==> config.mk <==
export PLATFORM = sky130hd
export DESIGN_NAME = ex_mem_skid
export DESIGN_NICKNAME = d
export VERILOG_FILES = /design/src/rtl/openmips_pkg.sv /design/src/rtl/ex_mem_skid.sv
export SDC_FILE = /design/constraint.sdc
export NUM_CORES = 1
export LEC_CHECK = 0
export ABC_CLOCK_PERIOD_IN_PS = 3500
export BUFFER_PORTS_ARGS = -buffer_cell sky130_fd_sc_hd__buf_2
export CORE_MARGIN = 4
export CORE_UTILIZATION = 40
export CTS_CLUSTER_DIAMETER = 150
export CTS_CLUSTER_SIZE = 24
export DETAILED_ROUTE_END_ITERATION = 6
export GPL_TIMING_DRIVEN = 1
export PLACE_DENSITY_LB_ADDON = 0.08
export SYNTH_ARGS = -nofsm -noshare
export SYNTH_HDL_FRONTEND = slang
export SYNTH_SLANG_ARGS = --single-unit
==> constraint.sdc <==
create_clock -name clk -period 3.5 [get_ports clk]
set_input_delay 0.175 -clock clk [delete_from_list [all_inputs] [get_ports clk]]
set_output_delay 0.175 -clock clk [all_outputs]
set_load 0.005 [all_outputs]
==> src/rtl/openmips_pkg.sv <==
// Shared constants for the OpenMIPS pipeline: NOP payload fields and the
// state encoding of the EX/MEM skid register.
package openmips_pkg;

    localparam logic [4:0]  NOP_REG_ADDR  = 5'b00000;
    localparam logic [31:0] ZERO_WORD     = 32'h0000_0000;
    localparam logic        WRITE_DISABLE = 1'b0;

    typedef enum logic [1:0] {
        ST_EMPTY = 2'd0,
        ST_FULL  = 2'd1,
        ST_SKID  = 2'd2
    } skid_state_e;

endpackage

==> src/rtl/ex_mem_skid.sv <==
// EX->MEM pipeline register with a one-entry skid buffer and registered ex_ready.
// Optional HI/LO multiply-accumulate feedback path is built when EX_MEM_MADD_EN is defined.
//
// state    | meaning
// ---------+-----------------------------------------------
// ST_EMPTY | nothing held, mem_* at NOP, ex_ready high
// ST_FULL  | main register valid, ex_ready high
// ST_SKID  | main and skid valid, ex_ready low
module ex_mem_skid
    import openmips_pkg::*;
#(
    parameter int DATA_W = 32,
    parameter int ADDR_W = 5,
    parameter int CNT_W  = 2
) (
    input  logic                  clk,
    input  logic                  rst,
    input  logic                  flush,
    input  logic                  ex_valid,
    output logic                  ex_ready,
    input  logic [ADDR_W-1:0]     ex_wd,
    input  logic                  ex_wreg,
    input  logic [DATA_W-1:0]     ex_wdata,
    input  logic [DATA_W-1:0]     ex_hi,
    input  logic [DATA_W-1:0]     ex_lo,
    input  logic                  ex_whilo,
    input  logic                  ex_hold,
    input  logic [2*DATA_W-1:0]   ex_hilo_temp,
    input  logic [CNT_W-1:0]      ex_cnt,
    output logic                  mem_valid,
    input  logic                  mem_ready,
    output logic [ADDR_W-1:0]     mem_wd,
    output logic                  mem_wreg,
    output logic [DATA_W-1:0]     mem_wdata,
    output logic [DATA_W-1:0]     mem_hi,
    output logic [DATA_W-1:0]     mem_lo,
    output logic                  mem_whilo,
    output logic [2*DATA_W-1:0]   hilo_temp_o,
    output logic [CNT_W-1:0]      cnt_o
);

    typedef struct packed {
        logic [ADDR_W-1:0] wd;
        logic              wreg;
        logic [DATA_W-1:0] wdata;
        logic [DATA_W-1:0] hi;
        logic [DATA_W-1:0] lo;
        logic              whilo;
    } payload_t;

    localparam payload_t NOP_PAYLOAD = '{
        wd:    ADDR_W'(NOP_REG_ADDR),
        wreg:  WRITE_DISABLE,
        wdata: DATA_W'(ZERO_WORD),
        hi:    DATA_W'(ZERO_WORD),
        lo:    DATA_W'(ZERO_WORD),
        whilo: WRITE_DISABLE
    };

    skid_state_e state_q, state_d;
    payload_t    main_q, main_d;
    payload_t    skid_q, skid_d;
    logic        ex_ready_q, ex_ready_d;
    payload_t    ex_pl;
    logic        in_fire;
    logic        out_fire;

    assign ex_pl = '{
        wd:    ex_wd,
        wreg:  ex_wreg,
        wdata: ex_wdata,
        hi:    ex_hi,
        lo:    ex_lo,
        whilo: ex_whilo
    };

    assign in_fire  = ex_valid && ex_ready_q;
    assign out_fire = (state_q != ST_EMPTY) && mem_ready;

    always_ff @(posedge clk) begin
        if (rst) begin
            state_q    <= ST_EMPTY;
            main_q     <= NOP_PAYLOAD;
            skid_q     <= NOP_PAYLOAD;
            ex_ready_q <= 1'b1;
        end else begin
            state_q    <= state_d;
            main_q     <= main_d;
            skid_q     <= skid_d;
            ex_ready_q <= ex_ready_d;
        end
    end

    always_comb begin
        state_d = state_q;
        main_d  = main_q;
        skid_d  = skid_q;
        if (flush) begin
            state_d = ST_EMPTY;
            main_d  = NOP_PAYLOAD;
            skid_d  = NOP_PAYLOAD;
        end else begin
            unique case (state_q)
                ST_EMPTY: begin
                    if (in_fire) begin
                        state_d = ST_FULL;
                        main_d  = ex_pl;
                    end
                end
                ST_FULL: begin
                    if (in_fire && out_fire) begin
                        main_d = ex_pl;
                    end else if (in_fire) begin
                        state_d = ST_SKID;
                        skid_d  = ex_pl;
                    end else if (out_fire) begin
                        state_d = ST_EMPTY;
                        main_d  = NOP_PAYLOAD;
                    end
                end
                ST_SKID: begin
                    // ex_ready is low here, so only the drain side can fire
                    if (out_fire) begin
                        state_d = ST_FULL;
                        main_d  = skid_q;
                        skid_d  = NOP_PAYLOAD;
                    end
                end
                default: begin
                    state_d = ST_EMPTY;
                    main_d  = NOP_PAYLOAD;
                    skid_d  = NOP_PAYLOAD;
                end
            endcase
        end
        ex_ready_d = (state_d != ST_SKID);
    end

    always_comb begin
        mem_valid = (state_q != ST_EMPTY);
        ex_ready  = ex_ready_q;
        mem_wd    = main_q.wd;
        mem_wreg  = main_q.wreg;
        mem_wdata = main_q.wdata;
        mem_hi    = main_q.hi;
        mem_lo    = main_q.lo;
        mem_whilo = main_q.whilo;
    end

`ifdef EX_MEM_MADD_EN
    logic [2*DATA_W-1:0] hilo_temp_q, hilo_temp_d;
    logic [CNT_W-1:0]    cnt_q, cnt_d;

    always_comb begin
        hilo_temp_d = '0;
        cnt_d       = '0;
        if (!flush && ex_hold) begin
            hilo_temp_d = ex_hilo_temp;
            cnt_d       = ex_cnt;
        end
    end

    always_ff @(posedge clk) begin
        if (rst) begin
            hilo_temp_q <= '0;
            cnt_q       <= '0;
        end else begin
            hilo_temp_q <= hilo_temp_d;
            cnt_q       <= cnt_d;
        end
    end

    assign hilo_temp_o = hilo_temp_q;
    assign cnt_o       = cnt_q;
`else
    logic unused_madd;
    assign unused_madd = ^{ex_hold, ex_hilo_temp, ex_cnt};
    assign hilo_temp_o = '0;
    assign cnt_o       = '0;
`endif

endmodule

==> flow_metrics.env, run 1 <==
export IMPL_outcome="finished, final reports clean"
export IMPL_skew_ps=23.9
export IMPL_max_slew_margin=0.355
export IMPL_viasPerCell=5.11
export IMPL_finalWirelength_um=27600
export IMPL_vias=8164
export IMPL_synthTopCellsByArea="dfxtp_1 (40%), mux2i_1 (20%), o2bb2ai_1 (8.6%)"
export IMPL_clock_latency_ps=490
export IMPL_rows=59
export IMPL_ys_ff_latch=209
export IMPL_timing_hold_ws_ps=56.4
export IMPL_yosysWarnings=0
export IMPL_fp_coreArea_sq_um=26000
export IMPL_drive_above_1_share=0.198
export IMPL_p_seq_frac=0.528
export IMPL_dp_hpwl_um=16400
export IMPL_worst_pin_slew_ps=963
export IMPL_htree_levels=1
export IMPL_cts_root_buf="clkbuf_16"
export IMPL_synth_distinct_cells=27
export IMPL_utilization=0.455
export IMPL_synth_edf_count=0
export IMPL_die_w_um=170
export IMPL_power_switching_mw=1.28
export IMPL_cp_required_ps=3320
export IMPL_ctsResizeCount=0
export IMPL_worst_path_largest_cell_delay_ps=760
export IMPL_seqCellArea_sq_um=4190
export IMPL_worstPathArrival_ps=2310
export IMPL_design_area_sq_um=11800
export IMPL_grt_ovfl_total=0
export IMPL_clkSinkCount=209
export IMPL_yosysMostFrequentCell="dfxtp_1"
export IMPL_die_area_sq_um=28900
export IMPL_dpl_cell_area_sq_um=11500
export IMPL_p_per_area_nw_per_um2=395
export IMPL_critPathMaxFanout=47
export IMPL_period_share=0.711
export IMPL_multi_input_area_sq_um=5600
export IMPL_netSwitchingFraction=0.273
export IMPL_cts_setup_buffers=0
export IMPL_die_y_um=170
export IMPL_wl_met3_um=1800
export IMPL_cts_tree="yes"
export IMPL_ant_nets=0
export IMPL_pwr_share_comb=0.149
export IMPL_met2_length_um=12700
export IMPL_drt_pass1_iter_count=5
export IMPL_initial_core_util=0.404
export IMPL_grt_total_usage=0.180
export IMPL_dr_max_layer_used="met5"
export IMPL_min_path_type="primary input to register"
export IMPL_finalWorstSetupSlack_ps=1010
export IMPL_routedWlPerCell_um=17.3
export IMPL_ys_top_cells_by_count="dfxtp_1 (209), nor2_1 (208), mux2i_1 (207)"
export IMPL_fin_crit_ps=2490
export IMPL_yosysTopAreaCell="dfxtp_1"
export IMPL_fill_cells=2615
export IMPL_async_flop_share=0
export IMPL_max_freq_mhz=402
export IMPL_start_kind="register"
export IMPL_p_int_mw=3.39
export IMPL_place_congestion=0.736
export IMPL_finalHoldViolations=0
export IMPL_synthCells=1125
export IMPL_crit_chain="buf_4, or2_2, buf_2"
export IMPL_io_buffers=212
export IMPL_setup_viol=0
export IMPL_cts_buffer_depth=3
export IMPL_fin_cells=1597
export IMPL_total_power_mw=4.67
export IMPL_synth_top_flop_cell="dfxtp_1"
export IMPL_endpoint_kind="output port"
export IMPL_path_clk_slew_ps=100
export IMPL_layout_nets=1435
export IMPL_grt_pass1_wl_um=43400
export IMPL_rsz0062_at_grt="false"
export IMPL_grt_pass1_vias=7801
export IMPL_drv_slew=0
export IMPL_grt_start_max_net_pins=96
export IMPL_dp_cells=1580
export IMPL_tns_ps=0
export IMPL_num_io_pins=346
export IMPL_drtIter0Drc=503
export IMPL_m1WireLength_um=12700
export IMPL_cts_buffers=12
export IMPL_clkPwrFrac=0.322
export IMPL_slowest_stage="buf_4"
export IMPL_drv_cap=0
export IMPL_vdd_drop_max_v=0.000248
export IMPL_synth_top_area_frac=0.398
export IMPL_dp_slack_ps=1130
export IMPL_area_delta_synth_final_pct=12.5
export IMPL_drcViolationCount=0
export IMPL_p_leak_nw=4.58
export IMPL_antenna_found_initial=5
export IMPL_syn_area_sq_um=10500
export IMPL_avgSynthCellArea_sq_um=9.34
export IMPL_ys_seq_area_frac=0.398
export IMPL_path_class="register to output port"
==> placed cells by master, fill, tap and decap left out, drive strengths merged <==
cell type,instances
or3,1
nand3b,4
and2b,1
diode,1
o211ai,1
nor3,1
o21ai,1
or2,2
and2,103
conb,66
nand2,1
a22oi,103
and3b,1
nand3,1
inv,1
dfxtp,209
nor2,208
o2bb2ai,103
and4b,1
clkbuf,14
mux2i,207
o22a,1
o21ba,1
dlygate4sd3,1
buf,226
a22o,1
a21oi,2
==> critical path, delay by kind of cell (launching register included) <==
kind,cells,cell delay (ps)
buffers and inverters,2,870
and+or+nand+nor,1,230
DFF,1,680
==> cell families (layout without fill, tap and decap cells) <==
logic type	Yosys count	count (layout)	share of synthesized area
buffers and inverters	171	242	0.0956
muxes	207	207	0.197
other	1	67	0.000357
and+or+nand+nor	324	324	0.144
AOI/OAI and AO/OA	213	213	0.165
DFF	209	209	0.398
==> final cells by class <==
type                            count  area share
Clock buffer                       14      0.0278
Antenna cell                        1    0.000212
Timing Repair Buffer              227       0.108
Clock inverter                      1    0.000741
Sequential cell                   209       0.354
Multi-Input combinational cell    810       0.473
Tap cell                          335      0.0354
==> what timing repair did <==
item                       in CTS  in global routing
setup endpoints to repair       0                  0
hold endpoints to repair        1                  0
hold buffers                    1                  0
==> per-layer routing <==
metal	GRT usage	vias up
met4	0.0319	8
met3	0.0439	23
met1	0.243	3851
li1	-	4096
met2	0.297	186
met5	0	-
==> sequential cells by signal (all words and copies together), names as in the netlist <==
signal and count:
ex_ready 1, mem_wreg 1, mem_whilo 1, skid_q 103, state_q 2, mem_hi 32
mem_lo 32, mem_wdata 32, mem_wd 5
==> final timing paths <==
check,slack [ps],to,depth (start not counted),start
hold reg to reg,500,skid_q[71],2,skid_q[71]
hold / removal,60,mem_lo[18],4,ex_lo[18]
setup reg to reg,1170,mem_wdata[26],5,state_q[1]
setup / recovery,1010,mem_valid,3,state_q[1]
==> power by group through the flow <==
stage	clock (mW)	combinational (mW)	sequential, mW
floorplan	0	0.507	2.51
CTS	1.58	0.711	2.47
global route	1.65	0.782	2.47
finish	1.51	0.698	2.47
global placement	0	0.705	2.52
detailed placement	0	0.706	2.52
Power figures use the tool's default switching activity.
==> run 2: changes to the inputs <==
--- a/config.mk
+++ b/config.mk
@@ -5,7 +5,7 @@
 export SDC_FILE = /design/constraint.sdc
 export NUM_CORES = 1
 export LEC_CHECK = 0
-export ABC_CLOCK_PERIOD_IN_PS = 3500
+export ABC_CLOCK_PERIOD_IN_PS = 2350
 export BUFFER_PORTS_ARGS = -buffer_cell sky130_fd_sc_hd__buf_2
 export CORE_MARGIN = 4
 export CORE_UTILIZATION = 40
==> constraint.sdc (replaced) <==
create_clock -name clk -period 2.35 [get_ports clk]
set_input_delay 0.1175 -clock clk [delete_from_list [all_inputs] [get_ports clk]]
set_output_delay 0.1175 -clock clk [all_outputs]
set_load 0.005 [all_outputs]
==> flow_metrics.env, run 2 (synthesis gave the netlist of run 1 again) <==
export IMPL_setup_viol=0
export IMPL_start_kind="register"
export IMPL_skew_ps=16.9
export IMPL_p_per_area_nw_per_um2=571
export IMPL_die_area_sq_um=28900
export IMPL_multi_input_area_sq_um=5600
export IMPL_routedWlPerCell_um=17.0
export IMPL_cts_buffer_depth=3
export IMPL_die_w_um=170
export IMPL_layout_commonest_cell="buf_2"
export IMPL_seqCellArea_sq_um=4190
export IMPL_finalHoldViolations=0
export IMPL_fin_crit_ps=1950
export IMPL_rows=59
export IMPL_worstPathArrival_ps=2360
export IMPL_cts_tree="yes"
export IMPL_clock_latency_ps=480
export IMPL_initial_core_util=0.404
export IMPL_htree_levels=1
export IMPL_grt_pass1_vias=8072
export IMPL_tns_ps=0
export IMPL_max_slew_margin=0.437
export IMPL_drive_above_1_share=0.199
export IMPL_period_share=0.829
export IMPL_rsz0062_at_grt="false"
export IMPL_num_io_pins=346
export IMPL_holdCritStartpoint="ex_hi[8]"
export IMPL_cts_buffers=12
export IMPL_path_clk_slew_ps=100
export IMPL_finalWirelength_um=28100
export IMPL_io_buffers=212
export IMPL_min_path_type="primary input to register"
export IMPL_max_freq_mhz=513
export IMPL_grt_start_max_net_pins=76
export IMPL_largest_reg_flops=103
export IMPL_dp_slack_ps=472
export IMPL_drt_pass1_iter_count=5
export IMPL_dp_hpwl_um=16600
export IMPL_grt_total_usage=0.185
export IMPL_layout_common_cells="buf_2 (212), nor2_1 (208), mux2i_1 (207), dfxtp_1 (207)"
export IMPL_layout_nets=1488
export IMPL_grt_ovfl_total=0
export IMPL_worst_pin_slew_ps=845
export IMPL_cp_required_ps=2760
export IMPL_drcViolationCount=0
export IMPL_regMostFlops="skid_q"
export IMPL_drtIter0Drc=397
export IMPL_die_y_um=170
export IMPL_p_leak_nw=4.80
export IMPL_cts_root_buf="clkbuf_16"
export IMPL_clkSinkCount=209
export IMPL_place_congestion=0.731
export IMPL_finalWorstSetupSlack_ps=401
export IMPL_viasPerCell=5.10
export IMPL_drv_slew=0
export IMPL_vdd_drop_max_v=0.000494
export IMPL_endpoint_kind="register"
export IMPL_area_delta_synth_final_pct=17.0
export IMPL_critPathMaxFanout=75
export IMPL_ctsResizeCount=0
export IMPL_fill_cells=2567
export IMPL_fp_coreArea_sq_um=26000
export IMPL_cts_setup_buffers=0
export IMPL_antenna_found_initial=1
export IMPL_num_antenna_cells=0
export IMPL_outcome="finished, final reports clean"
export IMPL_cp_startpoint="state_q[1]"
export IMPL_vias=8410
export IMPL_ant_nets=0
export IMPL_r2r_start="state_q[1]"
export IMPL_drv_cap=0
export IMPL_path_class="register to register"
export IMPL_grt_pass1_wl_um=44400
run 2: cell types whose count changed in the layout (fill, tap and decap cells not counted), sizes merged:
cell         change
buf             +12
diode            -1
dlygate4sd3     +41
run 2: what timing repair did:
action                     4_1_cts  5_1_grt
hold endpoints to repair        54        0
hold buffers                    42        0
setup endpoints to repair        0        0
run 2: layout make-up:
type | count | area share
well taps | 335 | 0.0341
clock buffers | 14 | 0.0268
multi-input cells | 810 | 0.455
clock inverters | 1 | 0.000712
flip-flops and latches | 209 | 0.341
repair buffers | 280 | 0.142
run 2: through the flow:
| stage | total power [mW] | util | std cells | hold slack (ps) | cell area [sq um] |
|---|---|---|---|---|---|
| 4_1_cts | 7.14 | 0.473 | 1649 | 0.230 | 12300 |
| 3_3_place_gp | 4.81 | 0.444 | 1592 | 438 | 11500 |
| 6_report | 7.02 | 0.473 | 1649 | 15.0 | 12300 |
| 3_5_place_dp | 4.82 | 0.444 | 1592 | 440 | 11500 |
| 5_1_grt | 7.39 | 0.473 | 1649 | 4.51 | 12300 |
| 2_1_floorplan | 4.50 | - | 1190 | 370 | 10800 |
run 2: worst max-delay path, cell delays in order (launching register included):
cell      delay [ps]
dfxtp_4          430
nand3b_1         250
a22o_4           430
buf_12           390
a22oi_1          160
nor2_1           120
run 2: routing by layer:
metal / part of all wire / wire [um] / vias to the layer above / track usage
li1: - / - / 4201 / -
met4: 0.018 / 507 / 2 / 0.0358
met5: 0.00046 / 13 / - / 0
met3: 0.053 / 1490 / 24 / 0.0348
met2: 0.46 / 12800 / 190 / 0.307
met1: 0.47 / 13300 / 3993 / 0.254
run 2: where the power goes:
part           internal, mW  leakage [nW]  switching (mW)  total [mW]
registers              3.62          1.69          0.0456        3.66
clock network          1.01         0.166            1.23        2.24
logic                 0.478          2.95           0.640        1.12
run 2: final timing paths:
| check | endpoint | slack, ps | cells after the start |
|---|---|---|---|
| worst min register to register | skid_q[1] | 500 | 2 |
| worst max-delay path | mem_wdata[4] | 400 | 5 |
| worst max register to register | mem_wdata[4] | 400 | 5 |
| worst min-delay path | mem_hi[8] | 20 | 4 |
